## src/rtl/scoreboard_pkg.sv

```systemverilog
// Shared constants and types for the index decoder scoreboard.
//
// N      - number of pending-bitmap entries (2..16)
// IDX_W  - width of an entry index
// CNT_W  - width of a population count covering 0..N
//
// The optional duplicate-operation checker in the top module is enabled
// by defining SCOREBOARD_DUP_CHK_EN.
package scoreboard_pkg;

    localparam int N     = 16;
    localparam int IDX_W = $clog2(N);
    localparam int CNT_W = $clog2(N + 1);

    typedef logic [N-1:0]     bitmap_t;
    typedef logic [IDX_W-1:0] idx_t;
    typedef logic [CNT_W-1:0] cnt_t;

endpackage

```

## src/rtl/index_decoder.sv

```systemverilog
// Combinational index-to-one-hot decoder.
//
// Ports:
//   idx    - index to decode
//   valid  - request qualifier; low forces an all-zero output
//   onehot - 1 << idx when valid and idx < N, otherwise all zeros
//
// Indices at or beyond N decode to zero, so an out-of-range request
// behaves exactly like no request at all.
module index_decoder #(
    parameter int N     = 16,
    parameter int IDX_W = $clog2(N)
) (
    input  logic [IDX_W-1:0] idx,
    input  logic             valid,
    output logic [N-1:0]     onehot
);

    always_comb begin
        onehot = '0;
        for (int i = 0; i < N; i++) begin
            onehot[i] = valid && (idx == IDX_W'(i));
        end
    end

endmodule

```

## src/rtl/index_decoder_scoreboard.sv

```systemverilog
// Pending-request scoreboard: decodes set/clear index requests into a
// registered N-bit pending bitmap that feeds a priority encoder.
//
// Ports:
//   clk_i        - clock, all state updates on the rising edge
//   rst_i        - synchronous active-high reset, overrides any request
//   set_valid_i  - set request qualifier
//   set_idx_i    - index of the bit to set
//   clr_valid_i  - clear request qualifier
//   clr_idx_i    - index of the bit to clear
//   onehot_o     - one-cycle registered decode of the last accepted set
//   bitmap_o     - registered pending bitmap
//   count_o      - number of bits set in bitmap_o
//   empty_o      - bitmap_o is all zeros
//   full_o       - bitmap_o is all ones
//   err_o        - duplicate-operation pulse (only with the checker)
//
// Build option: define SCOREBOARD_DUP_CHK_EN to enable the duplicate
// set/clear checker driving err_o. When undefined err_o is tied low.
module index_decoder_scoreboard #(
    parameter int N     = scoreboard_pkg::N,
    parameter int IDX_W = $clog2(N),
    parameter int CNT_W = $clog2(N + 1)
) (
    input  logic             clk_i,
    input  logic             rst_i,
    input  logic             set_valid_i,
    input  logic [IDX_W-1:0] set_idx_i,
    input  logic             clr_valid_i,
    input  logic [IDX_W-1:0] clr_idx_i,
    output logic [N-1:0]     onehot_o,
    output logic [N-1:0]     bitmap_o,
    output logic [CNT_W-1:0] count_o,
    output logic             empty_o,
    output logic             full_o,
    output logic             err_o
);

    logic [N-1:0]     dec_set;
    logic [N-1:0]     dec_clr;
    logic [N-1:0]     bitmap_q;
    logic [N-1:0]     bitmap_next;
    logic [N-1:0]     onehot_q;
    logic [CNT_W-1:0] count_q;
    logic [CNT_W-1:0] count_next;
    logic             empty_q;
    logic             full_q;

    index_decoder #(
        .N     (N),
        .IDX_W (IDX_W)
    ) u_set_dec (
        .idx    (set_idx_i),
        .valid  (set_valid_i),
        .onehot (dec_set)
    );

    index_decoder #(
        .N     (N),
        .IDX_W (IDX_W)
    ) u_clr_dec (
        .idx    (clr_idx_i),
        .valid  (clr_valid_i),
        .onehot (dec_clr)
    );

    // Clear is applied first so a same-index set+clear leaves the bit set.
    assign bitmap_next = (bitmap_q & ~dec_clr) | dec_set;

    // Count is taken from the next bitmap so it stays exact when a set and
    // a clear land in the same cycle.
    always_comb begin
        count_next = '0;
        for (int i = 0; i < N; i++) begin
            count_next = count_next + CNT_W'(bitmap_next[i]);
        end
    end

    always_ff @(posedge clk_i) begin
        if (rst_i) begin
            bitmap_q <= '0;
            onehot_q <= '0;
            count_q  <= '0;
            empty_q  <= 1'b1;
            full_q   <= 1'b0;
        end else begin
            bitmap_q <= bitmap_next;
            onehot_q <= dec_set;
            count_q  <= count_next;
            empty_q  <= (bitmap_next == '0);
            full_q   <= (bitmap_next == '1);
        end
    end

`ifdef SCOREBOARD_DUP_CHK_EN
    logic set_dup;
    logic clr_dup;
    logic err_q;

    // Judged against the bitmap before update. A clear paired with a set of
    // the same index is never a duplicate by itself; only the set can be.
    assign set_dup = |(dec_set & bitmap_q);
    assign clr_dup = |(dec_clr & ~bitmap_q & ~dec_set);

    always_ff @(posedge clk_i) begin
        if (rst_i) begin
            err_q <= 1'b0;
        end else begin
            err_q <= set_dup | clr_dup;
        end
    end

    assign err_o = err_q;
`else
    assign err_o = 1'b0;
`endif

    assign bitmap_o = bitmap_q;
    assign onehot_o = onehot_q;
    assign count_o  = count_q;
    assign empty_o  = empty_q;
    assign full_o   = full_q;

endmodule

```

## config.mk

```make
export PLATFORM = sky130hd
export DESIGN_NAME = index_decoder_scoreboard
export DESIGN_NICKNAME = d
export VERILOG_FILES = /design/src/rtl/scoreboard_pkg.sv /design/src/rtl/index_decoder.sv /design/src/rtl/index_decoder_scoreboard.sv
export SDC_FILE = /design/constraint.sdc
export NUM_CORES = 1
export LEC_CHECK = 0
export ABC_AREA = 1
export CAP_MARGIN = 25
export CORE_ASPECT_RATIO = 0.6
export CORE_UTILIZATION = 47
export DETAILED_ROUTE_END_ITERATION = 10
export PLACE_DENSITY_LB_ADDON = 0.1
export SKIP_LAST_GASP = 1
export SLEW_MARGIN = 20
export SYNTH_ARGS = -nofsm -noshare
export SYNTH_HDL_FRONTEND = slang
export SYNTH_SLANG_ARGS = --single-unit
```

## constraint.sdc

```tcl
create_clock -name clk_i -period 10.95 [get_ports clk_i]
set_clock_uncertainty 0.15 [all_clocks]
set_input_delay 3.285 -clock clk_i [delete_from_list [all_inputs] [get_ports clk_i]]
set_output_delay 3.285 -clock clk_i [all_outputs]
set_load 0.02 [all_outputs]
```

# [Word level (Yosys, flattened, before mapping)]
# Index checks and enable logic that the tools add are counted.
[word_totals] regBits=39 latch_bits=0 mem_bits_rw=0 rom_bits=0 in_bits=12 mem_count=0
[classes] n_addsub=15 multipliers=0 div=0 n_lt_le_gt_ge=0 n_eq_ne=31 shift=0 n_mux=0 bitwise_logic=3 reduce_logical=35
[ops] op="== test 4 bit, second input constant" n=16
[ops] op="adder 5 x 1 -> 5 bit" n=11
[ops] op="== test 4 x 3 -> 1 bit, second input constant" n=8
[ops] op="logical AND 1 bit" n=32
[ops] op="AND 16 bit" n=1
[ops] op="== test 16 bit, second input constant" n=1
[ops] op="== test 4 x 2 -> 1 bit, second input constant" n=4
[ops] op="zero test 16 bit" n=1
[ops] op="NOT 16 bit" n=1
[ops] op="OR 16 bit" n=1
[ops] op="== test 4 x 1 -> 1 bit, second input constant" n=2
[ops] op="zero test 4 bit" n=2
[ops] op="adder 4 x 1 -> 5 bit" n=1
[ops] op="adder 3 x 1 -> 4 bit" n=1
[ops] op="adder 2 x 1 -> 3 bit" n=1
[ops] op="adder 1 x 1 -> 2 bit" n=1

# [Depth between registers and ports, before layout]
[logic_depth] depth_word=20 depth_mapped=19 mapped_depth_nobuf=19

# [By module]
# Synthesis repeated with hierarchy kept, for this count alone.
[hier_totals] cells_unflattened=288 area_unflattened_um2=2079.5
[modules_own_cells] mod="index_decoder_scoreboard" instances=1 cells_per_inst=222 area_each_um2=1821.7
[modules_own_cells] mod="index_decoder" instances=2 cells_per_inst=33 area_each_um2=128.9

# [Least setup slack after synthesis]
# OpenSTA, ideal clock, no wires.
[synth_path] path_type="input to register" start="in set_idx_i[1]" end="reg count_q[2], in the netlist count_o[2]" t_arrival_ns=6.715 required_ns=10.681 setup_slack_ns=3.966 stages=18 n_path_buf=0 path_cell_list="nor2_1 -> inv_1 -> nor2_1 -> inv_1 -> nand2_1 -> inv_1 -> fa_1 -> inv_1 -> fa_1 -> fa_1 -> inv_1 -> fa_1 -> inv_1 -> ha_1 -> inv_1 -> fa_1 -> o21ai_0 -> a21oi_1"
[synth_via] elab_chain_len=18 word_cells_on_any_way=48
[synth_lines] item="start, declared" line_no="index_decoder_scoreboard.sv:28" source="input logic [IDX_W-1:0] set_idx_i,"
[synth_lines] item="zero test 4 bit" line_no="index_decoder.sv:22" source="onehot[i] = valid && (idx == IDX_W'(i));"
[synth_lines] item="logical AND 1 bit" line_no="index_decoder.sv:22"
[synth_lines] item="OR 16 bit" line_no="index_decoder_scoreboard.sv:68" source="assign bitmap_next = (bitmap_q & ~dec_clr) | dec_set;"
[synth_lines] item="via bitmap_next[0]" line_no="index_decoder_scoreboard.sv:42" source="logic [N-1:0] bitmap_next;"
[synth_lines] item="adder 1 x 1 -> 2 bit" line_no="index_decoder_scoreboard.sv:75" source="count_next = count_next + CNT_W'(bitmap_next[i]);"
[synth_lines] item="adder 2 x 1 -> 3 bit" line_no="index_decoder_scoreboard.sv:75"
[synth_lines] item="adder 3 x 1 -> 4 bit" line_no="index_decoder_scoreboard.sv:75"
[synth_lines] item="adder 4 x 1 -> 5 bit" line_no="index_decoder_scoreboard.sv:75"
[synth_lines] item="adder 5 x 1 -> 5 bit (11 in series)" line_no="index_decoder_scoreboard.sv:75"
[synth_lines] item="end signal, assigned" line_no="index_decoder_scoreboard.sv:89" source="count_q <= count_next;"
[synth_lines] item="end, declared" line_no="index_decoder_scoreboard.sv:44" source="logic [CNT_W-1:0] count_q;"
# The timed path passes the listed nets, and every way through them passes these cells.
# A chain may end at the register's enable or synchronous reset.

# [Final worst setup path]
[layout_path] start="in set_idx_i[1]" end="reg count_q[4], in the netlist count_o[4]"
# Same word-level chain as after synthesis.

==> out/results.tsv <==
stage	metric	value	unit
outcome	outcome	finished with violations	
outcome	violations	DRC	
critical_path	r2r_cells	16	
clocking	cts_max_level	2	
die	die_w	84.8	µm
pwr	power_density	122	nW/µm²
pwr	internal_power	0.227	mW
critical_path	crit_path_start_kind	input port	
pwr	ir_worst_vdd	0.0781	mV
routing	ant_nets	0	
critical_path	crit_family	adder cells	
yosys	synth_warnings	0	
global_routing	grt_max_degree	36	
yosys	synth_area_leaders	dfxtp_1, fa_1, nor2_1, nand2_1, inv_1	
global_routing	busiest_layer	met1	
die	die_y	51.7	µm
die	std_cell_rows	17	
clocking	clkLatencyLatePin	0.29	ns
yosys	synth_nets	282	
die	pin_count	52	
global_routing	grt.overflow.total	0	
die	core	3810	µm²
final_layout	drive_above_1_share	7.82	%
yosys	yosysUniqueCellTypes	25	
critical_path	crit_arrival	7.71	ns
timing	maxSlewViolCount	0	
routing	drc_errors	5	
pwr	seqPwrFrac	47.0	%
place	io_buffers	50	
pwr	power_frac_comb	18.4	%
routing	via_per_inst	4.79	
final_layout	num-fill-cells	314	
clocking	cts.sinks	39	
critical_path	slowest_delay	0.55	ns
critical_path	path_class	in2reg	
global_routing	met2_usage	33.3	%
yosys	async_flop_share	0	%
critical_path	critical_path.endpoint	count_o[4]	
critical_path	critPathMaxFanout	5	
final_layout	layout.nets	335	
yosys	synth_top_area_share	40.4	%
clocking	cts_inserted_buffers	5	
timing	fin_tns_setup	0	ns
die	die-area	4380	µm²
yosys	synth_seq_cells	39	
routing	wirelength	4680	µm
critical_path	crit_top_cell	inv_1	
timing	hold_violations	0	
min_path	holdCritStartpoint	bitmap_o[7]	
place	dp_cells	346	
timing	period_share	69.7	%
critical_path	rrSetupSlack	6.96	ns
critical_path	worstPathCellList	clkdlybuf4s50_1 -> nor2_1 -> inv_1 -> nor2_1 -> inv_1 -> nand2_1 -> inv_1 -> fa_1 -> inv_1 -> fa_1 -> fa_1 -> inv_1 -> fa_1 -> inv_1 -> ha_1 -> inv_1 -> fa_1 -> nor2_1 -> o21ai_0 -> nor2_1	
final_layout	final_core_util	67.5	%
routing	first_pass_iters	8	
global_routing	use_met1	35.3	%
place	pre_cts_slack	3.11	ns
timing	rsz0062_at_grt	false	
yosys	syn_area	1930	µm²
yosys	avgSynthCellArea	7.64	µm²
critical_path	cp-end-kind	register	
global_routing	use_met3	7.14	%
global_routing	grt_pass1_wl	7780	µm
pwr	total_power	0.314	mW
final_layout	antenna_cells	0	
place	dpl.hpwl	3610	µm
clocking	tritoncts	built	
timing	setup_violations	0	
critical_path	timing.rr.end	count_o[4]	
global_routing	antenna_found_initial	0	
final_layout	area_growth	33.0	%
run	drv_cap	0	
routing	drtIter0Drc	92	
clocking	postCtsSetupBuffers	0	
yosys	synth_edf_count	0	
yosys	yosysSeqAreaShare	40.4	%
critical_path	cp_slowest_cell	fa_1	
pwr	leakage	1.20	nW
pwr	clock_power_share	34.6	%
clocking	cts-root-buf	clkbuf_8	
yosys	synth_top_cell_by_area	dfxtp_1	
clocking	cts.clk_slew.worst_paths	0.08	ns
die	start_util	50.8	%
clocking	cts_buffer_depth	2	
clocking	ctsHoldBuffers	0	
clocking	cts_repair_resize_count	0	
timing	setup_ws	3.32	ns
critical_path	crit_cells	20	
global_routing	grt_util_all_layers	23.9	%
yosys	synth_ff_type	dfxtp_1	
critical_path	crit_path_start	set_idx_i[1]	
final_layout	final_cells	354	
pwr	p_switching	0.0873	mW
pwr	swShare	27.8	%
timing	max_freq	0.131	GHz
routing	route.vias.total	1695	
place	globalplace.congestion	0.881	
min_path	min_path_type	reg2reg	
critical_path	cp_num_buf_inv	8	
critical_path	timing.rr.start	bitmap_o[0]	
yosys	syn_inst	253	
global_routing	grt_pass1_vias	1602	
timing	min_period	7.63	ns
critical_path	required	11.03	ns
routing	post_drt_wl_per_cell	13.2	µm
==> logic make-up (layout without fill, tap and decap cells) <==
group / Yosys count / in the layout / share of synthesized area, %
and+or+nand+nor: 124 / 124 / 26.9
AOI/OAI and AO/OA: 22 / 22 / 7.25
other: 1 / 1 / 0.194
buffers and inverters: 50 / 104 / 10.4
DFF: 39 / 39 / 40.4
adders and majority gates: 17 / 17 / 14.9
==> cell usage after synthesis, types with 3 or more instances <==
cell and count:
ha_1 7, dfxtp_1 39, nor3_1 4, a21oi_1 7, nand2_2 6, o21ai_0 3, o21ai_1 6, nor2_1 51
nor2_2 3, nand3_1 10, inv_1 45, fa_1 10, clkbuf_1 3, nand2_1 48
==> area by class of cell <==
cell class                 instances  area [µm²]  area share [%]
multi-input combinational        164         951            37.0
clock buffer                       7        96.3            3.75
tap                               47        58.8            2.29
clock inverter                     1        7.51           0.292
timing repair buffer              51         508            19.8
inverter                          45         169            6.57
sequential                        39         781            30.4
==> sequential cells by signal, summed over array words and instances, names as in the netlist <==
register	flops
bitmap_o	16
onehot_o	16
empty_o	1
count_o	5
full_o	1
==> worst min path at each step <==
stage | end | slack (ns) | depth (start not counted)
finish | bitmap_o[7] | 0.34 | 2
global route | bitmap_o[7] | 0.37 | 2
CTS | bitmap_o[7] | 0.35 | 2
detailed placement | bitmap_o[7] | 0.34 | 2
global placement | bitmap_o[7] | 0.33 | 2
floorplan | bitmap_o[7] | 0.41 | 2
==> power by group through the flow <==
stage	combinational (mW)	sequential, mW	clock, mW
5_1_grt	0.0662	0.148	0.118
3_5_place_dp	0.0565	0.151	0
2_1_floorplan	0.0294	0.157	0
6_report	0.0577	0.148	0.109
3_3_place_gp	0.0559	0.151	0
4_1_cts	0.0573	0.148	0.110
==> cells in the final DEF, fill, tap and decap left out, types with 3 or more instances in the layout <==
cell              n
a21oi_1           7
clkbuf_8          7
clkdlybuf4s50_1  50
dfxtp_1          39
fa_1             10
ha_1              7
inv_1            45
nand2_1          48
nand2_2           6
nand3_1          10
nor2_1           51
nor2_2            3
nor3_1            4
o21ai_0           3
o21ai_1           6
==> per-layer routing <==
metal / part of all wire (%) / vias up
met5: 0 / -
met3: 7.9 / 6
met2: 38 / 59
li1: - / 869
met1: 53 / 761
met4: 1.2 / 0
==> worst min-delay path: stages, from the launching register on <==
cell and delay (ns):
dfxtp_1 0.32, o21ai_2 0.07, a21oi_1 0.06
==> stage by stage <==
step | area [µm²] | hold WS, ns
after floorplan | 1930 | 0.415
after global placement | 2470 | 0.333
after detailed placement | 2470 | 0.339
after CTS | 2570 | 0.349
after global routing | 2570 | 0.371
final | 2570 | 0.342
(Power assumes the default switching activity.)
